$ cat src/rtl/mems_dac_spi_if.sv
// +--------------------------------------------------------------------------+
// | mems_dac_spi_if : start/data handshake and SPI pins of the MEMS DAC link  |
// | Optional ldac_n pin with MEMS_SPI_LDAC_EN.            Revision: 1.0       |
// +--------------------------------------------------------------------------+
`default_nettype none

interface mems_dac_spi_if #(
  parameter int WORD_BITS = 24
);
  logic                 start;
  logic [WORD_BITS-1:0] data_in;
  logic                 busy;
  logic                 sclk;
  logic                 mosi;
  logic                 sync_n;
  logic                 word_done;
`ifdef MEMS_SPI_LDAC_EN
  logic                 ldac_n;
`endif

  // master: the serialiser itself
  modport master (
    input  start, data_in,
    output busy, sclk, mosi, sync_n,
`ifdef MEMS_SPI_LDAC_EN
    output ldac_n,
`endif
    output word_done
  );

  // slave: the controller / DAC side
  modport slave (
    output start, data_in,
    input  busy, sclk, mosi, sync_n,
`ifdef MEMS_SPI_LDAC_EN
    input  ldac_n,
`endif
    input  word_done
  );
endinterface

`default_nettype wire

$ cat src/rtl/mems_dac_spi_master.sv
// +--------------------------------------------------------------------------+
// | mems_dac_spi_master : one DAC command word per start pulse, MSB first,    |
// | sclk idle high; optional LDAC strobe with MEMS_SPI_LDAC_EN. Revision: 1.0 |
// +--------------------------------------------------------------------------+
`default_nettype none

module mems_dac_spi_master #(
  parameter int WORD_BITS = 24,
  parameter int CLK_DIV   = 2,
  parameter int ROM_LAT   = 1,
  parameter int SYNC_GAP  = 2
) (
  input  wire               clk,
  input  wire               rst,
  mems_dac_spi_if.master    bus
);

`ifdef MEMS_SPI_LDAC_EN
  // the gap must cover the whole ldac_n low pulse plus one settling cycle
  localparam int c_gap_len = (SYNC_GAP > CLK_DIV + 1) ? SYNC_GAP : CLK_DIV + 1;
`else
  localparam int c_gap_len = SYNC_GAP;
`endif

  localparam int c_cnt_max = (ROM_LAT > CLK_DIV)
                           ? ((ROM_LAT > c_gap_len) ? ROM_LAT : c_gap_len)
                           : ((CLK_DIV > c_gap_len) ? CLK_DIV : c_gap_len);
  localparam int c_cnt_w   = $clog2(c_cnt_max + 1);
  localparam int c_bit_w   = $clog2(WORD_BITS);

  localparam logic [c_cnt_w-1:0] c_lat_last = c_cnt_w'(ROM_LAT - 1);
  localparam logic [c_cnt_w-1:0] c_div_last = c_cnt_w'(CLK_DIV - 1);
  localparam logic [c_cnt_w-1:0] c_gap_last = c_cnt_w'(c_gap_len - 1);
  localparam logic [c_cnt_w-1:0] c_cnt_one  = c_cnt_w'(1);
  localparam logic [c_bit_w-1:0] c_bit_last = c_bit_w'(WORD_BITS - 1);
  localparam logic [c_bit_w-1:0] c_bit_one  = c_bit_w'(1);

  typedef enum logic [1:0] {
    ST_IDLE  = 2'd0,
    ST_WAIT  = 2'd1,
    ST_SHIFT = 2'd2,
    ST_GAP   = 2'd3
  } state_t;

  state_t               state_q, state_d;
  logic [c_cnt_w-1:0]   cnt_q, cnt_d;
  logic [c_bit_w-1:0]   bit_q, bit_d;
  logic [WORD_BITS-1:0] shreg_q, shreg_d;
  logic                 busy_q, busy_d;
  logic                 sclk_q, sclk_d;
  logic                 mosi_q, mosi_d;
  logic                 sync_n_q, sync_n_d;
  logic                 word_done_q, word_done_d;
  logic                 ldac_n_q, ldac_n_d;

  always_comb begin
    state_d     = state_q;
    cnt_d       = cnt_q;
    bit_d       = bit_q;
    shreg_d     = shreg_q;
    busy_d      = busy_q;
    sclk_d      = sclk_q;
    mosi_d      = mosi_q;
    sync_n_d    = sync_n_q;
    word_done_d = 1'b0;
    ldac_n_d    = ldac_n_q;

    case (state_q)
      ST_IDLE: begin
        // the word_done cycle still counts as busy for the controller
        if (bus.start && !word_done_q) begin
          busy_d = 1'b1;
          cnt_d  = '0;
          bit_d  = '0;
          if (ROM_LAT == 0) begin
            shreg_d  = bus.data_in;
            mosi_d   = bus.data_in[WORD_BITS-1];
            sync_n_d = 1'b0;
            sclk_d   = 1'b1;
            state_d  = ST_SHIFT;
          end else begin
            state_d  = ST_WAIT;
          end
        end
      end

      ST_WAIT: begin
        if (cnt_q == c_lat_last) begin
          shreg_d  = bus.data_in;
          mosi_d   = bus.data_in[WORD_BITS-1];
          sync_n_d = 1'b0;
          sclk_d   = 1'b1;
          cnt_d    = '0;
          state_d  = ST_SHIFT;
        end else begin
          cnt_d = cnt_q + c_cnt_one;
        end
      end

      ST_SHIFT: begin
        if (cnt_q == c_div_last) begin
          cnt_d = '0;
          if (sclk_q) begin
            sclk_d = 1'b0;
          end else if (bit_q == c_bit_last) begin
            sclk_d   = 1'b1;
            sync_n_d = 1'b1;
            ldac_n_d = 1'b0;
            state_d  = ST_GAP;
          end else begin
            // rotate keeps the next bit at the top; mosi only moves with sclk rising
            sclk_d  = 1'b1;
            bit_d   = bit_q + c_bit_one;
            shreg_d = {shreg_q[WORD_BITS-2:0], shreg_q[WORD_BITS-1]};
            mosi_d  = shreg_q[WORD_BITS-2];
          end
        end else begin
          cnt_d = cnt_q + c_cnt_one;
        end
      end

      ST_GAP: begin
        if (cnt_q == c_div_last) begin
          ldac_n_d = 1'b1;
        end
        if (cnt_q == c_gap_last) begin
          cnt_d       = '0;
          busy_d      = 1'b0;
          word_done_d = 1'b1;
          state_d     = ST_IDLE;
        end else begin
          cnt_d = cnt_q + c_cnt_one;
        end
      end

      default: state_d = ST_IDLE;
    endcase
  end

  always_ff @(posedge clk) begin
    if (rst) begin
      state_q     <= ST_IDLE;
      cnt_q       <= '0;
      bit_q       <= '0;
      shreg_q     <= '0;
      busy_q      <= 1'b0;
      sclk_q      <= 1'b1;
      mosi_q      <= 1'b0;
      sync_n_q    <= 1'b1;
      word_done_q <= 1'b0;
      ldac_n_q    <= 1'b1;
    end else begin
      state_q     <= state_d;
      cnt_q       <= cnt_d;
      bit_q       <= bit_d;
      shreg_q     <= shreg_d;
      busy_q      <= busy_d;
      sclk_q      <= sclk_d;
      mosi_q      <= mosi_d;
      sync_n_q    <= sync_n_d;
      word_done_q <= word_done_d;
      ldac_n_q    <= ldac_n_d;
    end
  end

  assign bus.busy      = busy_q;
  assign bus.sclk      = sclk_q;
  assign bus.mosi      = mosi_q;
  assign bus.sync_n    = sync_n_q;
  assign bus.word_done = word_done_q;
`ifdef MEMS_SPI_LDAC_EN
  assign bus.ldac_n    = ldac_n_q;
`else
  // direct mode: the DAC updates on sync_n rising, no strobe leaves the block
  logic unused_ldac;
  assign unused_ldac = ldac_n_q;
`endif

endmodule

`default_nettype wire

$ cat src/flat_wrapper.sv
// flat-port wrapper written by rule: the top's interface ports become plain ports
module mems_dac_spi_master_flat 
#(
  parameter int WORD_BITS = 24,
  parameter int CLK_DIV   = 2,
  parameter int ROM_LAT   = 1,
  parameter int SYNC_GAP  = 2
)
  (clk, rst, bus_start, bus_data_in, bus_busy, bus_sclk, bus_mosi, bus_sync_n, bus_word_done);
  mems_dac_spi_if #(.WORD_BITS(WORD_BITS)) bus_i ();
  input  wire clk;
  input  wire rst;
  input wire logic [$bits(bus_i.start)-1:0] bus_start;
  input wire logic [$bits(bus_i.data_in)-1:0] bus_data_in;
  output wire logic [$bits(bus_i.busy)-1:0] bus_busy;
  output wire logic [$bits(bus_i.sclk)-1:0] bus_sclk;
  output wire logic [$bits(bus_i.mosi)-1:0] bus_mosi;
  output wire logic [$bits(bus_i.sync_n)-1:0] bus_sync_n;
  output wire logic [$bits(bus_i.word_done)-1:0] bus_word_done;
  assign bus_i.start = bus_start;
  assign bus_i.data_in = bus_data_in;
  assign bus_busy = bus_i.busy;
  assign bus_sclk = bus_i.sclk;
  assign bus_mosi = bus_i.mosi;
  assign bus_sync_n = bus_i.sync_n;
  assign bus_word_done = bus_i.word_done;
  mems_dac_spi_master #(.WORD_BITS(WORD_BITS), .CLK_DIV(CLK_DIV), .ROM_LAT(ROM_LAT), .SYNC_GAP(SYNC_GAP)) u_core (.clk(clk), .rst(rst), .bus(bus_i));
endmodule
$ cat config.mk
export PLATFORM = sky130hd
export DESIGN_NAME = mems_dac_spi_master_flat
export DESIGN_NICKNAME = d
export VERILOG_FILES = /design/src/rtl/mems_dac_spi_if.sv /design/src/rtl/mems_dac_spi_master.sv /design/src/flat_wrapper.sv
export SDC_FILE = /design/constraint.sdc
export NUM_CORES = 1
export LEC_CHECK = 0
export BUFFER_PORTS_ARGS = -buffer_cell sky130_fd_sc_hd__buf_2
export CAP_MARGIN = 40
export CORE_MARGIN = 1.5
export CORE_UTILIZATION = 51
export CTS_CLUSTER_DIAMETER = 50
export DETAILED_ROUTE_END_ITERATION = 10
export PLACE_DENSITY = 0.83
export SLEW_MARGIN = 20
export SYNTH_ARGS = -nofsm -noshare
export SYNTH_HDL_FRONTEND = slang
export SYNTH_SLANG_ARGS = --single-unit
export TNS_END_PERCENT = 20
$ cat constraint.sdc
create_clock -name clk -period 1.56 [get_ports clk]
set_input_delay 0.468 -clock clk [delete_from_list [all_inputs] [get_ports clk]]
set_output_delay 0.468 -clock clk [all_outputs]
set_load 0.02 [all_outputs]
==> results.toml, run 1 <==
[outcome]
status = "finished, violations left"
failed_checks = "negative setup slack"

[timing]
setup_slack_ns = -0.150
max_freq_mhz = 585
worst_pin_slew_ns = 0.296
period_share = 1.10
skew_ns = 0.0104
slew_viol_final = 0
hold_viol = 0
relSlewSlack = 0.802
rsz0062_at_grt = "yes"
hold_slack_ns = 0.474
finalSetupViolCount = 31
layout_min_cycle_time_ns = 1.71
fin_tns_setup_ns = -3.49

[critical_path]
cp_slowest_cell = "dfxtp_4"
path_buf_inv = 3
critPathMaxStageDelay_ns = 0.39
cp-start-kind = "flop"
arrival_ns = 1.89
crit_family = "simple AND/OR/NAND/NOR gates"
path_cells = "inv_4, ha_4, and2b_2, a211oi_4, buf_4, and2_4, clkbuf_16, a211oi_2"
crit_fanout = 8
crit_type = "flop to flop"
required_ns = 1.74
cp-end-kind = "flop"

[route]
routed.top_layer = "met4"
first_iter_violations = 111
vias = 1799
wl_met2_mm = 2.73
drc_errors = 0
ant_nets = 0
totalWireLength_mm = 5.30
dr.pass1.iters = 4
routed-wl-met3_um = 295
routed_via_density = 5.77
wl_per_cell_um = 17.0
drt-met1-wl_mm = 2.23

[cts]
clk_latency_ns = 0.30
ctsHoldBuffers = 0
cts_buffers = 5
cts_tree = "built"
clock-root-buffer = "clkbuf_8"
clockBufferDepth = 2
cts_sinks = 37
cts-htree-levels = 2
clk_pin_slew_worst_paths_ns = 0.08

[floorplanning]
rows = 22
core_area_um2 = 3770
die-height_um = 66.7
initial_utilization = 0.549
ios = 32
dieArea_um2 = 4450
die_w_um = 66.7

[grt]
track_usage = 0.241
grt_pass1_wl_mm = 8.05
grt_pass1_vias = 1729
gr-total-overflow = 0
antenna_found_initial = 0
grt_max_degree = 18

[power]
p_total_uw = 6260
seq_power_share = 0.254
p_leak_uw = 0.00114
combPwrFrac = 0.583
p_clk_frac = 0.163
ir_worst_vdd_v = 0.00147
p_sw_frac = 0.378
p_switching_uw = 2370
powerDensity_nw_per_um2 = 2230
p_int_uw = 3890

[placement]
gp_congestion = 0.778
dp_hpwl_mm = 3.04
port_buffers = 31
dp.cells = 293

[synth]
synth-seq-cells = 37
synth_most_common_cell = "dfxtp_1"
synth_top_area_frac = 0.357
ys_top_cells_by_area = "dfxtp_1 36%, a211oi_2 12%, mux2i_1 12%"
synth-edff-count = 0
yosys-top-cells-count = "37 x dfxtp_1, 28 x a21oi_1, 24 x mux2i_1, 20 x a211oi_2, 9 x ha_1"
yosysSeqAreaShare = 0.357
synthCells = 201
synthFlopType = "dfxtp_1"
yosys.area.top_type = "dfxtp_1"
syn-num-nets = 237
synth.avg_cell_area_um2 = 10.3
synth_cell_types = 45
async_flop_share = 0
synth_area_um2 = 2070
synth-warning-count = 0

[cells_and_area]
instances_no_fill = 312
drive_gt1_frac = 0.500
antenna_cells = 0
syn_to_final_growth_pct = 35.6
fin_nets = 299

[hold_path]
min_path_type = "flop to flop"

[flow_run]
cap_violations = 0
==> routing by layer <==
metal	global-route usage	vias up
li1	-	876
met2	0.418	57
met5	0	-
met3	0.0693	4
met1	0.285	862
met4	0.0740	0
==> path summary, 6_finish.rpt <==
| path | from | to | slack [ns] | cells past startpoint |
|---|---|---|---|---|
| hold / removal | u_core.bus.busy$_SDFFE_PP0P_ | u_core.bus.busy$_SDFFE_PP0P_ | 0.47 | 2 |
| setup reg to reg | u_core.state_q[1]$_SDFFE_PP0P_ | u_core.shreg_q[21]$_SDFFE_PP0P_ | -0.15 | 8 |
| hold reg to reg | u_core.bus.busy$_SDFFE_PP0P_ | u_core.bus.busy$_SDFFE_PP0P_ | 0.47 | 2 |
| setup / recovery | u_core.state_q[1]$_SDFFE_PP0P_ | u_core.shreg_q[21]$_SDFFE_PP0P_ | -0.15 | 8 |
==> kinds of logic after synthesis <==
family / after synthesis / synth area share
flip-flops: 37 / 0.357
XOR/XNOR: 1 / 0.00423
multiplexers: 25 / 0.121
adder cells (fa/ha/maj): 9 / 0.0543
AND/OR/NAND/NOR: 35 / 0.103
AO/OA/AOI/OAI: 74 / 0.292
buffers and inverters: 20 / 0.0682
==> placed cells by master, fill, tap and decap left out, drive strengths merged <==
| master | count |
|---|---|
| o21ai | 2 |
| a31o | 1 |
| o2111a | 1 |
| nor3b | 1 |
| a21o | 3 |
| buf | 68 |
| mux2 | 1 |
| nor4bb | 1 |
| nand2 | 7 |
| and2b | 2 |
| and3 | 1 |
| nor2 | 8 |
| nand4 | 1 |
| nor3 | 1 |
| mux2i | 24 |
| and2 | 3 |
| dfxtp | 37 |
| bufinv | 2 |
| clkbuf | 6 |
| a31oi | 3 |
| nand4b | 1 |
| or3 | 1 |
| nand3 | 2 |
| a211oi | 25 |
| a22oi | 4 |
| xnor2 | 1 |
| a22o | 3 |
| o21bai | 2 |
| and4b | 1 |
| or2 | 1 |
| nand2b | 2 |
| ha | 9 |
| o31ai | 2 |
| inv | 6 |
| bufbuf | 1 |
| nor2b | 2 |
| a21oi | 28 |
==> what timing repair did <==
| item | CTS | global route |
|---|---|---|
| gates resized for setup | 14 | 12 |
| buffers inserted | 5 | 3 |
| pin swaps | 10 | 2 |
| gates cloned | 2 | 1 |
| setup endpoints to repair | 27 | 34 |
==> per-stage QoR <==
step                utilization  setup WS (ns)  instance area (um2)
global route              0.745         -0.250                 2810
global placement          0.645        -0.0564                 2430
detailed placement        0.645         -0.173                 2430
CTS                       0.722        -0.0999                 2720
floorplan                     -         -0.137                 2110
finish                    0.745         -0.150                 2810
==> worst register-to-register path: cells and delay by family (launching register included) <==
kind,cells,cell delay [ns]
and+or+nand+nor,2,0.41
buffers and inverters,3,0.39
adders and majority gates,1,0.15
DFF,1,0.39
AOI/OAI and AO/OA,2,0.26
==> state kept, by name, summed over array words and instances, names as in the netlist <==
signal                count
u_core.bus.sync_n         1
u_core.bus.mosi           1
u_core.bit_q              5
u_core.bus.word_done      1
u_core.cnt_q              2
u_core.state_q            2
u_core.bus.busy           1
u_core.shreg_q           23
u_core.bus.sclk           1
==> final cells by class <==
class / instances / area, um2
Multi-Input combinational cell: 144 / 1290
Clock buffer: 5 / 68.8
Inverter: 5 / 23.8
Tap cell: 48 / 60.1
Clock inverter: 3 / 68.8
Timing Repair Buffer: 70 / 547
Fill cell: 218 / 961
Sequential cell: 37 / 751
==> power groups by stage <==
stage	Clock, uW	Sequential (uW)	Combinational [uW]
after detailed placement	0	1540	2700
after CTS	1020	1550	3280
after global routing	1070	1620	3860
after floorplan	0	1540	2170
after global placement	0	1530	2610
final	1020	1590	3650
(Power assumes the default switching activity.)
==> run 2: changes to the inputs <==
--- a/config.mk
+++ b/config.mk
@@ -5,13 +5,13 @@
 export SDC_FILE = /design/constraint.sdc
 export NUM_CORES = 1
 export LEC_CHECK = 0
+export ABC_AREA = 1
 export BUFFER_PORTS_ARGS = -buffer_cell sky130_fd_sc_hd__buf_2
 export CAP_MARGIN = 40
-export CORE_MARGIN = 1.5
-export CORE_UTILIZATION = 51
+export CORE_UTILIZATION = 50
 export CTS_CLUSTER_DIAMETER = 50
 export DETAILED_ROUTE_END_ITERATION = 10
-export PLACE_DENSITY = 0.83
+export PLACE_DENSITY = 0.82
 export SLEW_MARGIN = 20
 export SYNTH_ARGS = -nofsm -noshare
 export SYNTH_HDL_FRONTEND = slang
==> run 2 against run 1 <==
Effect of this change: the run still ends with negative setup slack left; sequential cell count unchanged; synthesized area is 4.8% lower; via count up 22%; hold slack got worse by 0.028 ns; clock-buffer cell count grew 1; synthesized cell count increased by 56%; critical path depth up 3; global-route usage down 1.6 points; critical path type unchanged; clock skew is 0.0036 ns higher; core utilization increased by 0.63 points; cell area down 0.62%; die area down 5.7%.
==> results.toml, run 2 <==
[cts]
clockBufferDepth = 2
cts_tree = "built"
clk_pin_slew_worst_paths_ns = 0.08
clock-root-buffer = "clkbuf_8"
cts_sinks = 37
cts-htree-levels = 2
cts_buffers = 5
clk_latency_ns = 0.30
ctsHoldBuffers = 0

[synth]
syn-num-nets = 349
yosys.area.top_type = "dfxtp_1"
synth-edff-count = 0
synth.avg_cell_area_um2 = 6.30
synth_cell_types = 22
yosys-top-cells-count = "109 x nand2_1, 66 x nor2_1, 37 x dfxtp_1, 33 x nand3_1, 20 x inv_1"
ys_top_cells_by_area = "dfxtp_1 38%, nand2_1 21%, nor2_1 13%"
synthCells = 313
synth-seq-cells = 37
synthFlopType = "dfxtp_1"
synth-warning-count = 0
synth_area_um2 = 1970
synth_most_common_cell = "nand2_1"
yosysSeqAreaShare = 0.376
async_flop_share = 0
synth_top_area_frac = 0.376

[cells_and_area]
instances_no_fill = 416
final_cell_mix = "106 x nand2_1, 56 x nor2_1, 31 x buf_2, 31 x dfxtp_1, 21 x buf_4"
antenna_cells = 0
syn_to_final_growth_pct = 41.6
fin_nets = 403
drive_gt1_frac = 0.342
largest_reg_flops = 23
top_regs = "u_core.shreg_q: 23 flops, u_core.bit_q: 5 flops"
top_register = "u_core.shreg_q"
final_common_cell = "nand2_1"

[timing]
worst_pin_slew_ns = 0.269
finalSetupViolCount = 24
hold_slack_ns = 0.446
layout_min_cycle_time_ns = 1.62
rsz0062_at_grt = "yes"
slew_viol_final = 0
relSlewSlack = 0.820
hold_viol = 0
max_freq_mhz = 617
skew_ns = 0.0141
period_share = 1.04
fin_tns_setup_ns = -0.732
setup_slack_ns = -0.0604

[power]
powerDensity_nw_per_um2 = 1850
ir_worst_vdd_v = 0.000972
p_leak_uw = 0.00129

[route]
totalWireLength_mm = 5.54
wl_per_cell_um = 13.3
drc_errors = 0
vias = 2193
routed_via_density = 5.27
ant_nets = 0
first_iter_violations = 213
dr.pass1.iters = 4

[hold_path]
min_path_type = "input pin to flop"

[placement]
dp_hpwl_mm = 2.83
gp_congestion = 0.812
dp.cells = 395
port_buffers = 31

[grt]
gr-total-overflow = 0
antenna_found_initial = 0
grt_pass1_vias = 1709
grt_pass1_wl_mm = 7.26
track_usage = 0.225
grt_max_degree = 31

[critical_path]
arrival_ns = 1.82
critPathMaxStageDelay_ns = 0.35
required_ns = 1.76
cp_slowest_cell = "dfxtp_2"
path_cells = "inv_1, ha_2, nor2_4, nor2_4, nand2_2, nor2_4, buf_12, clkbuf_16, nand3_2, nand2_1, nor2_1"
cp-start-kind = "flop"
crit_fanout = 7
crit_path_frequent_cell = "nor2_4"
cp-end-kind = "flop"
crit_type = "flop to flop"

[outcome]
failed_checks = "negative setup slack"
status = "finished, violations left"

[flow_run]
cap_violations = 0

[floorplanning]
initial_utilization = 0.531
rows = 22
ios = 32
die_w_um = 64.8
dieArea_um2 = 4200
die-height_um = 64.8
core_area_um2 = 3720
run 2: changes by cell type after synthesis, moves of 4 or more:
cell,before,now
a211oi_1,4,0
a22oi_1,4,0
a21oi_1,28,9
inv_1,5,20
mux2i_1,24,0
nand3_1,2,33
a211oi_2,20,0
nand2_1,6,109
nor2_1,8,66
run 2: cell type report:
cell class,instances,area [um2]
fillers,259,923
clock inverters,2,37.5
inverters,22,90.1
repair buffers,62,488
multi-input cells,239,1280
clock buffers,6,82.6
well taps,48,60.1
flip-flops and latches,37,753
run 2: path summary, 6_finish.rpt:
check                                   end                           start  depth (start not counted)  slack [ns]
max          u_core.shreg_q[6]$_SDFFE_PP0P_    u_core.cnt_q[0]$_SDFFE_PP0P_                         11       -0.06
min            u_core.cnt_q[0]$_SDFFE_PP0P_                             rst                          2        0.45
max reg2reg  u_core.shreg_q[6]$_SDFFE_PP0P_    u_core.cnt_q[0]$_SDFFE_PP0P_                         11       -0.06
min reg2reg  u_core.shreg_q[8]$_SDFFE_PP0P_  u_core.shreg_q[8]$_SDFFE_PP0P_                          2        0.48
run 2: logic make-up after synthesis:
| kind of cell | count (synthesis) | synth area share |
|---|---|---|
| and+or+nand+nor | 215 | 0.440 |
| buffers and inverters | 37 | 0.0863 |
| DFF | 37 | 0.376 |
| AOI/OAI and AO/OA | 15 | 0.0412 |
| adders and majority gates | 9 | 0.0571 |
run 2: repair_timing:
item                                   in CTS  in global routing
gates cloned                                1                  4
pin swaps                                   4                 13
resized for setup                          12                 59
setup endpoints to repair                  29                 33
setup buffers                               2                  7
endpoints found under the hold margin       0                  0
run 2: routing by layer:
layer / GRT usage / vias up / part of all wire
li1: - / 1076 / -
met1: 0.274 / 1023 / 0.43
met5: 0 / - / 0
met3: 0.0634 / 20 / 0.053
met4: 0.0972 / 0 / 0.025
met2: 0.366 / 74 / 0.49
run 2: where the power goes:
group          internal (uW)  switching (uW)
logic                   1300            1570
clock network            520             380
registers               1220             174
run 2: critical path: cells and delay by family (launching register included):
kind	cells	cell delay, ns
DFF	1	0.35
and+or+nand+nor	7	0.51
adders and majority gates	1	0.23
buffers and inverters	3	0.43
run 2: stage by stage:
stage	cell area, um2	util	worst slack, ns	power, uW
floorplan	1970	-	0.0100	2810
finish	2790	0.752	-0.0604	5160
detailed placement	2260	0.608	-0.0487	3300
CTS	2470	0.665	0.00360	4450
global route	2790	0.752	-0.156	5490
global placement	2260	0.608	-0.00940	3240
